===== src/rtl/dmem_arbiter.sv =====
// Arbiter sharing the single-port data memory between the CPU data port and the NIC DMA port.
// Optional stall/grant performance counters are enabled with DMEM_ARB_PERF_CNT_EN.
module dmem_arbiter #(
    parameter int unsigned DATA_W    = 64,
    parameter int unsigned ADDR_W    = 32,
    parameter int unsigned MAX_BURST = 4
) (
    input  logic              clk,
    input  logic              reset,
    input  logic              cpu_memEn,
    input  logic              cpu_memWrEn,
    input  logic [ADDR_W-1:0] cpu_addr,
    input  logic [DATA_W-1:0] cpu_wdata,
    output logic [DATA_W-1:0] cpu_rdata,
    output logic              cpu_stall,
    input  logic              nic_req,
    input  logic              nic_wr,
    input  logic [ADDR_W-1:0] nic_addr,
    input  logic [DATA_W-1:0] nic_wdata,
    output logic              nic_gnt,
    output logic [DATA_W-1:0] nic_rdata,
    output logic              nic_rvalid,
`ifdef DMEM_ARB_PERF_CNT_EN
    output logic [31:0]       cpu_stall_cnt,
    output logic [31:0]       nic_gnt_cnt,
`endif
    output logic              mem_en,
    output logic              mem_wrEn,
    output logic [ADDR_W-1:0] mem_addr,
    output logic [DATA_W-1:0] mem_wdata,
    input  logic [DATA_W-1:0] mem_rdata
);

    localparam int unsigned CNT_W = 4;

    typedef enum logic {
        PRI_CPU = 1'b0,
        PRI_NIC = 1'b1
    } pri_t;

    pri_t              pri, pri_nxt;
    pri_t              rd_tag, rd_tag_nxt;
    logic [CNT_W-1:0]  cnt, cnt_nxt;
    logic [CNT_W-1:0]  cnt_inc;
    logic              rd_pend, rd_pend_nxt;
    logic [DATA_W-1:0] cpu_hold, cpu_hold_nxt;
    logic              cpu_win, nic_win, contended, ret_ok, cpu_ret;

    // State register
    always_ff @(posedge clk) begin
        if (reset) begin
            pri      <= PRI_CPU;
            cnt      <= '0;
            rd_pend  <= 1'b0;
            rd_tag   <= PRI_CPU;
            cpu_hold <= '0;
        end else begin
            pri      <= pri_nxt;
            cnt      <= cnt_nxt;
            rd_pend  <= rd_pend_nxt;
            rd_tag   <= rd_tag_nxt;
            cpu_hold <= cpu_hold_nxt;
        end
    end

    // Grant, memory mux, burst accounting and read-return steering
    always_comb begin
        pri_nxt      = pri;
        cnt_nxt      = '0;
        rd_pend_nxt  = 1'b0;
        rd_tag_nxt   = rd_tag;
        cpu_hold_nxt = cpu_hold;
        mem_en       = 1'b0;
        mem_wrEn     = 1'b0;
        mem_addr     = '0;
        mem_wdata    = '0;
        nic_rvalid   = 1'b0;
        nic_rdata    = '0;

        contended = cpu_memEn & nic_req;
        cpu_win   = cpu_memEn & (~nic_req | (pri == PRI_CPU));
        nic_win   = nic_req & (~cpu_memEn | (pri == PRI_NIC));
        cpu_stall = cpu_memEn & ~cpu_win;
        nic_gnt   = nic_win;
        cnt_inc   = cnt + CNT_W'(1);

        if (cpu_win) begin
            mem_en    = 1'b1;
            mem_wrEn  = cpu_memWrEn;
            mem_addr  = cpu_addr;
            mem_wdata = cpu_wdata;
        end else if (nic_win) begin
            mem_en    = 1'b1;
            mem_wrEn  = nic_wr;
            mem_addr  = nic_addr;
            mem_wdata = nic_wdata;
        end

        // Under contention the priority owner always wins, so the burst grows
        if (contended) begin
            if (cnt_inc == CNT_W'(MAX_BURST)) begin
                pri_nxt = (pri == PRI_CPU) ? PRI_NIC : PRI_CPU;
                cnt_nxt = '0;
            end else begin
                cnt_nxt = cnt_inc;
            end
        end

        if (mem_en && !mem_wrEn) begin
            rd_pend_nxt = 1'b1;
            rd_tag_nxt  = cpu_win ? PRI_CPU : PRI_NIC;
        end

        // A reset in the return cycle discards the pending read
        ret_ok  = rd_pend & ~reset;
        cpu_ret = ret_ok & (rd_tag == PRI_CPU);
        if (ret_ok && rd_tag == PRI_NIC) begin
            nic_rvalid = 1'b1;
            nic_rdata  = mem_rdata;
        end
        if (cpu_ret) begin
            cpu_hold_nxt = mem_rdata;
        end
        cpu_rdata = cpu_ret ? mem_rdata : cpu_hold;
    end

`ifdef DMEM_ARB_PERF_CNT_EN
    // Saturating activity counters
    always_ff @(posedge clk) begin
        if (reset) begin
            cpu_stall_cnt <= '0;
            nic_gnt_cnt   <= '0;
        end else begin
            if (cpu_stall && (cpu_stall_cnt != 32'hFFFF_FFFF)) begin
                cpu_stall_cnt <= cpu_stall_cnt + 32'd1;
            end
            if (nic_gnt && (nic_gnt_cnt != 32'hFFFF_FFFF)) begin
                nic_gnt_cnt <= nic_gnt_cnt + 32'd1;
            end
        end
    end
`endif

endmodule


===== config.mk =====
export PLATFORM = sky130hd
export DESIGN_NAME = dmem_arbiter
export DESIGN_NICKNAME = d
export VERILOG_FILES = /design/src/rtl/dmem_arbiter.sv
export SDC_FILE = /design/constraint.sdc
export NUM_CORES = 1
export LEC_CHECK = 0
export ABC_AREA = 1
export BUFFER_PORTS_ARGS = -buffer_cell sky130_fd_sc_hd__clkbuf_2
export CORE_AREA = 3 3 188 190
export DETAILED_ROUTE_END_ITERATION = 12
export DIE_AREA = 0 0 191 193
export SLEW_MARGIN = 20
export SYNTH_ARGS = -nofsm -noshare
export SYNTH_HDL_FRONTEND = slang
export SYNTH_SLANG_ARGS = --single-unit

===== constraint.sdc =====
create_clock -name clk -period 1.5 [get_ports clk]
set_input_delay 0.15 -clock clk [delete_from_list [all_inputs] [get_ports clk]]
set_output_delay 0.15 -clock clk [all_outputs]
set_load 0.02 [all_outputs]

==> reports/metrics.yaml <==
status: "complete, but fails checks"
violations: "setup timing"
cp_max_fo: 24
dieHeight_um: 193
slew_headroom_pct: 67.0
worst_pin_slew_ns: 0.490
ys_seq_elements: 71
crit_path_end_kind: "output pin"
port_buffers: 490
core_area_um2: 33600
final_cells: 1709
drtIter0Drc: 267
rsz0062_at_grt: "true"
grt_max_degree: 67
r2r_slack_ns: -0.08
sw_frac_of_total_pct: 35.7
drc_errors: 0
reg2regPathDepth: 8
hold_path_depth: 3
whs_ns: 0.0915
start_kind: "flop"
ys_seq_area_share_pct: 27.7
fp.dieArea_um2: 36900
fin_crit_sh_pct: 113
worst_r2r_endpoint: "rd_tag"
fp-row-count: 67
cp_cell_sequence: "nand2_4, nand2_4, inv_8, buf_12, a22o_1, buf_2"
p_leak_nw: 5.35
h-tree-depth: 3
synth_area_leaders: "dfxtp_1 (28%), a22o_1 (16%), a211oi_2 (16%), inv_1 (15%), a21oi_1 (6.2%)"
nNetsFinal: 1510
cap_violations: 0
syn_avg_cell_area_um2: 7.14
gr-total-overflow: 0
synth_top_cell_by_area: "dfxtp_1"
fin_crit_ns: 1.70
critPathBufInv: 3
grt_pass1_wl_mm: 42.5
wirelength_mm: 33.3
clockRootBuffer: "clkbuf_16"
layout_common_cells: "clkbuf_2 (384), inv_1 (201), buf_4 (98)"
p_clk_share_pct: 32.3
worstPathArrival_ns: 1.55
start_util_pct: 15.3
synth_cell_type_count: 18
worstSetupPathType: "reg -> out"
power_density_nw_per_um2: 728
power.switching_mw: 2.49
io_pins: 491
max_freq_ghz: 0.588
r2r_start: "pri"
min_from: "mem_rdata[15]"
hpwlAfterDp_mm: 26.9
hold_end: "cpu_hold[15]"
cpPeakStageDelay_ns: 0.33
placed_cells: 1675
via_per_inst: 4.07
crit_slowest_cell: "dfxtp_2"
syn-num-nets: 983
wl_per_cell_um: 19.5
clock_sinks: 71
setup_violations: 227
ys_warn_count: 0
cts_tree: "done"
clockBufferDepth: 2
gp_congestion: 0.912
syn2layout_area_growth_pct: 86.6
syn_inst: 720
syn_area_um2: 5140
cts_buffers: 9
vdd_drop_max_v: 0.000463
dpl-instance-area_um2: 8490
synth_top_area_share_pct: 27.7
final_common_cell: "clkbuf_2"
firstDrtPassIters: 5
finalClockSkew_ns: 0.00744
worst_ep_required_time_ns: 1.35
final_area_um2: 9590
grt_pass1_vias: 6220
ant_nets: 0
grtUsageTotal_pct: 16.2
crit_family: "buffers and inverters"
setup_slack_ns: -0.199
combPwrFrac_pct: 38.9
hp-class: "in -> reg"
p_total_mw: 6.98
path_common_cell: "nand2_4"
antenna_found_initial: 30
intPower_mw: 4.49
seq_power_share_pct: 28.8
hold_viol: 0
vias: 6959
n_fill_cell: 3648
worstSkewPairLatency_ns: 0.34
maxSlewViolCount: 0
clk_pin_slew_ns: 0.07
die_x_um: 191
drive_above_1_share_pct: 55.7
[through the flow]
stage,utilization (%),TNS [ns],worst slack [ns]
after detailed placement,25.3,-0.208,-0.208
after CTS,27.5,-36.72,-0.230
after floorplan,-,0,0.101
final,28.5,-29.22,-0.199
after global routing,28.5,-49.54,-0.320
after global placement,25.3,-0.235,-0.235
[worst reg2reg max path, cell delays in order, from the launching register on]
cell and delay (ns):
dfxtp_2 0.35, nand2_4 0.09, nand2_4 0.10, inv_8 0.07, buf_12 0.16, nand2_1 0.09, nand2_2 0.08, o21ai_0 0.42
nor2_1 0.10
[power groups by stage]
stage               sequential (mW)  clock, mW  combinational (mW)
finish                         2.01       2.26                2.71
global route                   2.02       2.49                2.92
CTS                            2.01       2.42                2.61
detailed placement             2.05          0                2.47
global placement               2.05          0                2.45
floorplan                      2.05          0                1.35
[flip-flops by register name, summed over array words and instances, names as in the netlist]
signal / count
cnt: 4
cpu_hold: 64
pri: 1
rd_pend: 1
rd_tag: 1
[area by class of cell]
class | instances | area (µm²) | share of cell area [%]
inverters | 206 | 786 | 8.19
diodes | 9 | 22.5 | 0.235
multi-input cells | 388 | 2770 | 28.8
well taps | 448 | 561 | 5.85
repair buffers | 571 | 3720 | 38.8
flip-flops and latches | 71 | 1420 | 14.8
clock inverters | 6 | 67.6 | 0.705
clock buffers | 10 | 239 | 2.49
[synthesized netlist by cell type]
cell type and instances:
buf_4 7, o21ai_0 1, clkbuf_1 3, ha_1 1
nand2_1 79, nor2_1 74, a21oi_1 64, inv_2 3
buf_2 37, nand4_1 1, dfxtp_1 71, inv_1 203
buf_6 8, a211oi_2 64, nand3_1 6, nand2_2 1
xnor2_1 1, a22o_1 96
[worst max-delay path by stage]
stage,start,to,slack (ns),cells past startpoint
floorplan,rd_pend,cpu_rdata[10],0.10,8
global placement,pri,rd_tag,-0.23,8
detailed placement,pri,rd_tag,-0.21,8
CTS,rd_pend,cpu_rdata[61],-0.23,8
global route,rd_pend,cpu_rdata[10],-0.32,8
finish,pri,mem_wdata[48],-0.20,6
[metal layers]
| metal | vias up | share of wire [%] | track usage [%] |
|---|---|---|---|
| li1 | 3377 | - | - |
| met1 | 3153 | 39 | 19.6 |
| met2 | 346 | 49 | 27.4 |
| met3 | 77 | 7.3 | 4.01 |
| met4 | 6 | 4.8 | 7.08 |
| met5 | - | 0.10 | 0 |
[what timing repair did]
item / CTS / global route
gates cloned: 5 / 4
hold buffers: 0 / 0
pin swaps: 3 / 3
gates resized for setup: 93 / 157
endpoints found under the setup margin: 228 / 228
setup buffers: 1 / 0
[logic make-up (layout without fill, tap and decap cells)]
| logic type | count (synthesis) | after routing | synth area share [%] |
|---|---|---|---|
| AOI/OAI and AO/OA | 225 | 225 | 38.3 |
| xor gates and xnor gates | 1 | 1 | 0.170 |
| DFF | 71 | 71 | 27.7 |
| other | 0 | 9 | 0 |
| adders and majority gates | 1 | 1 | 0.243 |
| and+or+nand+nor | 161 | 161 | 12.0 |
| buffers and inverters | 261 | 793 | 21.6 |
Power figures use the tool's default switching activity.
